<file path="config.mk">
export PLATFORM = sky130hd
export DESIGN_NAME = wb_stage_reg
export DESIGN_NICKNAME = d
export VERILOG_FILES = /design/src/rtl/wb_stage_reg.sv
export SDC_FILE = /design/constraint.sdc
export NUM_CORES = 1
export LEC_CHECK = 0
export ABC_AREA = 1
export CAP_MARGIN = 25
export CORE_ASPECT_RATIO = 1.5
export CORE_MARGIN = 8
export CORE_UTILIZATION = 51
export DETAILED_ROUTE_END_ITERATION = 7
export PLACE_DENSITY = 0.89
export SYNTH_ARGS = -nofsm -noshare
export SYNTH_HDL_FRONTEND = slang
export SYNTH_SLANG_ARGS = --single-unit
</file>
<file path="constraint.sdc">
create_clock -name clk -period 3.4 [get_ports clk]
set_input_delay 0.34 -clock clk [delete_from_list [all_inputs] [get_ports clk]]
set_output_delay 0.34 -clock clk [all_outputs]
set_load 0.01 [all_outputs]
</file>
<file path="src/rtl/wb_stage_reg.sv">
// ---------------------------------------------------------------------------
// wb_stage_reg
//
// MEM->WB pipeline register for the 5-stage MIPS core. It captures the M-stage
// slot and produces the register-file write port (wa_w / we_w / wd_w). The same
// three signals also feed the W->D/E forwarding path.
//
// Beyond the plain latch it provides:
//   - stall (hold) and flush (bubble) control
//   - a valid bit, so bubbles can never write the register file
//   - byte/half/word load extraction with zero or sign extension
//   - the write-back source mux
//   - a counter of retired instructions
//
// Parameters
//   DATA_W  datapath width. Load extraction assumes 32.
//   RA_W    register address width
//   CNT_W   retired-instruction counter width (wraps modulo 2^CNT_W)
//
// Ports
//   clk, rst      rising-edge clock, synchronous active-high reset
//   stall         hold all W contents this cycle
//   flush         load a bubble this cycle (wins over stall)
//   valid_m       M slot holds a real instruction
//   instr_m       M instruction word (kept for trace/debug)
//   pc8_m         PC+8 link value
//   aluout_m      ALU result / memory address (low 2 bits = load byte offset)
//   dm_m          raw aligned word read from data memory
//   wa_m          destination register
//   regwrite_m    instruction writes a GPR
//   wbsel_m       0 ALU, 1 load, 2 PC+8, 3 zero
//   ldtype_m      0 lw, 1 lbu, 2 lb, 3 lhu, 4 lh, 5-7 lw
//   valid_w       W slot valid
//   instr_w       registered instruction
//   wa_w          write address
//   we_w          GPR write enable (valid, regwrite, and not $zero)
//   wd_w          write data
//   retired       count of valid instructions accepted into W
//
// Flow control: there is no ready signal. A slot moves from M into W on every
// edge where neither stall nor flush is asserted. valid_m only marks whether
// that slot is a real instruction. An accepted slot with valid_m = 1 counts as
// retired exactly once.
// ---------------------------------------------------------------------------
module wb_stage_reg #(
  parameter int DATA_W = 32,
  parameter int RA_W   = 5,
  parameter int CNT_W  = 32
) (
  input  logic              clk,
  input  logic              rst,
  input  logic              stall,
  input  logic              flush,
  input  logic              valid_m,
  input  logic [31:0]       instr_m,
  input  logic [DATA_W-1:0] pc8_m,
  input  logic [DATA_W-1:0] aluout_m,
  input  logic [DATA_W-1:0] dm_m,
  input  logic [RA_W-1:0]   wa_m,
  input  logic              regwrite_m,
  input  logic [1:0]        wbsel_m,
  input  logic [2:0]        ldtype_m,
  output logic              valid_w,
  output logic [31:0]       instr_w,
  output logic [RA_W-1:0]   wa_w,
  output logic              we_w,
  output logic [DATA_W-1:0] wd_w,
  output logic [CNT_W-1:0]  retired
);

  // Write-back source selector encoding.
  localparam logic [1:0] WB_ALU  = 2'd0;
  localparam logic [1:0] WB_LOAD = 2'd1;
  localparam logic [1:0] WB_PC8  = 2'd2;

  // Load type encoding. Codes 5-7 behave as lw.
  localparam logic [2:0] LD_LBU = 3'd1;
  localparam logic [2:0] LD_LB  = 3'd2;
  localparam logic [2:0] LD_LHU = 3'd3;
  localparam logic [2:0] LD_LH  = 3'd4;

  // -------------------------------------------------------------------------
  // Stage registers
  // -------------------------------------------------------------------------
  logic              r_valid;
  logic [31:0]       r_instr;
  logic [DATA_W-1:0] r_pc8;
  logic [DATA_W-1:0] r_aluout;
  logic [DATA_W-1:0] r_dm;
  logic [RA_W-1:0]   r_wa;
  logic              r_regwrite;
  logic [1:0]        r_wbsel;
  logic [2:0]        r_ldtype;
  logic [CNT_W-1:0]  r_retired;

  // Priority is rst > flush > stall > load.
  // flush clears the slot exactly as reset does, but the counter keeps its
  // value. A flush therefore discards the slot without un-retiring anything.
  always_ff @(posedge clk) begin
    if (rst) begin
      r_valid    <= 1'b0;
      r_instr    <= '0;
      r_pc8      <= '0;
      r_aluout   <= '0;
      r_dm       <= '0;
      r_wa       <= '0;
      r_regwrite <= 1'b0;
      r_wbsel    <= '0;
      r_ldtype   <= '0;
      r_retired  <= '0;
    end else if (flush) begin
      r_valid    <= 1'b0;
      r_instr    <= '0;
      r_pc8      <= '0;
      r_aluout   <= '0;
      r_dm       <= '0;
      r_wa       <= '0;
      r_regwrite <= 1'b0;
      r_wbsel    <= '0;
      r_ldtype   <= '0;
    end else if (!stall) begin
      r_valid    <= valid_m;
      r_instr    <= instr_m;
      r_pc8      <= pc8_m;
      r_aluout   <= aluout_m;
      r_dm       <= dm_m;
      r_wa       <= wa_m;
      r_regwrite <= regwrite_m;
      r_wbsel    <= wbsel_m;
      r_ldtype   <= ldtype_m;
      if (valid_m) begin
        r_retired <= r_retired + 1'b1;   // wraps naturally at 2^CNT_W
      end
    end
  end

  // -------------------------------------------------------------------------
  // Load extraction (little-endian, offset from registered address)
  // -------------------------------------------------------------------------
  logic [1:0]        w_off;
  logic [7:0]        w_byte;
  logic [15:0]       w_half;
  logic [DATA_W-1:0] w_load;

  assign w_off = r_aluout[1:0];

  always_comb begin
    w_byte = r_dm[7:0];
    case (w_off)
      2'd0: w_byte = r_dm[7:0];
      2'd1: w_byte = r_dm[15:8];
      2'd2: w_byte = r_dm[23:16];
      2'd3: w_byte = r_dm[31:24];
      default: w_byte = r_dm[7:0];
    endcase
  end

  // Halfword accesses ignore off[0]. A misaligned lh behaves like the
  // aligned one that contains it. Alignment faults are raised upstream.
  assign w_half = w_off[1] ? r_dm[31:16] : r_dm[15:0];

  always_comb begin
    w_load = r_dm;
    case (r_ldtype)
      LD_LBU:  w_load = {{(DATA_W-8){1'b0}}, w_byte};
      LD_LB:   w_load = {{(DATA_W-8){w_byte[7]}}, w_byte};
      LD_LHU:  w_load = {{(DATA_W-16){1'b0}}, w_half};
      LD_LH:   w_load = {{(DATA_W-16){w_half[15]}}, w_half};
      default: w_load = r_dm;
    endcase
  end

  // -------------------------------------------------------------------------
  // Write-back mux and write enable
  // -------------------------------------------------------------------------
  logic [DATA_W-1:0] w_wd;
  logic              w_we;

  always_comb begin
    w_wd = '0;
    case (r_wbsel)
      WB_ALU:  w_wd = r_aluout;
      WB_LOAD: w_wd = w_load;
      WB_PC8:  w_wd = r_pc8;
      default: w_wd = '0;
    endcase
  end

  // A bubble never writes, and neither does a write to $zero. Suppressing
  // the $zero write here also keeps forwarding from returning a nonzero $zero.
  assign w_we = r_valid & r_regwrite & (r_wa != '0);

  assign valid_w = r_valid;
  assign instr_w = r_instr;
  assign wa_w    = r_wa;
  assign we_w    = w_we;
  assign wd_w    = w_wd;
  assign retired = r_retired;

endmodule
</file>
==> metrics.txt <==
Clk pin slew, worst setup/hold paths ~0.07 ns; critical path buffer and inverter count 3; Layout Area Growth over Synthesis 39.9%; maximum VDD drop ~0.36 mV; Synth Area in Compound Gates 0.148; Fillers 1246; Tmin final 3.10 ns; Yosys cell types 32; row count between 50 and 60; Clock Tree Root clkbuf_16; EDFF count, synth 0; most frequent cell after synthesis nand2_1; worst hold path depth 2; CTS tree done; Worst Hold End instr_w[2]; Setup Total Neg Slack 0 ns; WS Path Type reg -> out; async set-reset flop share out of synthesis 0; largest net degree at the start of global routing roughly 180; final hold slack 0.460 ns; min-delay src instr_w[2]; final std cells w/o fill roughly 1600; Synth area leaders dfxtp_1 (43%), nand2_1 (21%), a21oi_1 (9.2%); endpoints failing setup 0; H-tree lvl count 4; Least-Margin Pin Slew 0.941 ns; slowest stage delay, CP 0.54 ns; met3 wire len ~2600 um; pwr/cell area 427 nW/um^2; Worst slew margin 0.373; Post-Synth Simple-Gate Area 0.341; Slew Limit Fails 0; Die Width roughly 120 um; total power 4.79 mW; maxcap violations 0; XOR/XNOR share of the synthesized area 0.00437; main flop type after synthesis dfxtp_1; met2 wire len about 15000 um; RR Startpoint retired[1]; Avg Inst Size Synth between 6 and 7 um^2; WL met1 10500 um; die area about 20000 um^2; clk buf depth 2; Synth area leader dfxtp_1; cell at the slowest stage of the critical path clkdlybuf4s50_1; Synth Instances roughly 1200; crit-path max FO 16; area share of the largest cell type after synthesis 0.430; Critical Path RT about 3.1 ns; Tot GR Track Use 0.288; routed vias/inst 5.44; later-pin clock latency in the skew report approximately 0.42 ns; top cells by count, synth nand2_1 (442), dfxtp_1 (172), a21oi_1 (147), nor2_1 (109), inv_1 (82); post-synthesis adder-cell area fraction 0.00156; f_max ~320 MHz; Yosys warning total 0; register area share after synthesis 0.430; worst path cell trace inv_1, nand3_2, nand2_2, nor2_4, inv_2, nand3_4, nand2_1, nand3_1, clkdlybuf4s50_1; RR Endpoint retired[24]; final net count around 1600; register bit total from synthesis between 150 and 200; hold buffers post-CTS 0; HP Class reg -> reg; placed cell areas approximately 11000 um^2; Layout Skew between 0.006 and 0.007 ns; I/O Buffers between 200 and 250; placed cells around 1600; Netlist Area Pre-Place 8010 um^2; Top Family by Delay on Critical Path simple AND/OR/NAND/NOR gates; Antenna Nets Post-Route 0; mux share of post-synthesis cell area 0; CTS buffer count 17; status finished clean; initial antenna violation count 2; GPL Wtd Cong ~1.0; DRC violations left 0; vias a little under 9000; leakage power 4.26 nW; CTS sink cnt 172; R2R cell count 8; share of layout cells above drive strength 1 0.0518; Final Cell Area approximately 11000 um^2; Core Area between 15000 and 20000 um^2; Crit. End Element output pin; vias in the first global route between 8000 and 9000; main combinational cell family by area after synthesis simple AND/OR/NAND/NOR gates; endpoints failing hold 0; DR WL/cell between 15 and 20 um; I/O pin cnt ~250; DRT Pass-1 Iters 8; post-synthesis net count around 1300; GRT overflow 0; Die Y 170 um; initial DRC count between 700 and 800; RSZ-0062 raised after global routing no; DRT Wirelength between 20000 and 30000 um; period utilization 0.912; Worst R2R Setup Slack 1.63 ns; global-route wire length before repair about 46000 um; dpl hpwl about 22000 um; startpoint types register; Critical Path AT between 2 and 3 ns; top sig layer met4; Initial Util 0.518
[per-stage QoR]
| step | setup slack, ns | utilization |
|---|---|---|
| after detailed placement | 0.581 | 0.682 |
| after global routing | 0.132 | 0.724 |
| after CTS | 0.106 | 0.723 |
| after global placement | 0.607 | 0.682 |
| after floorplan | 1.75 | - |
| final | 0.300 | 0.724 |
[worst reg2reg max path, cell delays in order, from the launching register on]
cell,delay [ns]
dfxtp_1,0.39
ha_1,0.22
nand3_1,0.14
nor2_2,0.24
nand2_1,0.09
nor2_2,0.19
nand3_1,0.19
nor2_1,0.14
nor2_1,0.05
[registers in the layout (all words and copies together) (netlist names)]
signal / count
r_regwrite: 1
r_dm: 32
wa_w: 5
r_aluout: 32
r_wbsel: 2
r_pc8: 32
instr_w: 32
retired: 32
valid_w: 1
r_ldtype: 3
[placed cells by master, fill, tap and decap left out, drive strengths merged, types with 3 or more instances in the layout]
cell           instances
o21ai                 17
dfxtp                172
clkbuf                21
nor2                 119
nor3                   7
clkdlybuf4s50        245
bufinv                 3
nand2                446
a211oi                35
a21oi                147
clkinvlp               3
clkinv                 4
nand4                 20
inv                   87
nand3                 67
buf                   14
o211ai                 9
[area by class of cell]
type / instances / area, um^2 / share of cell area
multi-input cells: 879 / 3980 / 0.355
flip-flops and latches: 172 / 3440 / 0.307
repair buffers: 259 / 2580 / 0.230
clock buffers: 21 / 470 / 0.0420
inverters: 86 / 324 / 0.0289
well taps: 203 / 254 / 0.0226
clock inverters: 11 / 156 / 0.0139
diodes: 2 / 5.00 / 0.000446
[power by group]
group / switching, mW / internal [mW]
Combinational: 0.325 / 0.301
Clock: 0.824 / 1.22
Sequential: 0.0397 / 2.07
Total: 1.19 / 3.60
[how the worst max path moves through the flow]
stage | start | end | slack, ns | cells past startpoint
finish | r_ldtype[2] | wd_w[17] | 0.30 | 9
global route | r_ldtype[0] | wd_w[21] | 0.13 | 9
CTS | r_aluout[1] | wd_w[4] | 0.11 | 9
detailed placement | r_aluout[1] | wd_w[4] | 0.58 | 9
global placement | r_aluout[1] | wd_w[4] | 0.61 | 9
floorplan | r_aluout[1] | wd_w[18] | 1.75 | 10
[kinds of logic after synthesis]
group | after synthesis
buffers and inverters | 153
AND/OR/NAND/NOR | 662
flip-flops | 172
AO/OA/AOI/OAI | 212
XOR/XNOR | 4
adder cells (fa/ha/maj) | 1
[metal layers]
metal | vias up | GRT usage
met3 | 100 | 0.0939
li1 | 4304 | -
met1 | 4057 | 0.295
met2 | 422 | 0.504
met5 | - | 0
met4 | 0 | 0.168
[timing repair]
action	in CTS	in global routing
buffers inserted	0	2
resized for setup	0	2
setup endpoints to repair	0	22
Note: power is estimated with default switching activity, not from simulation.
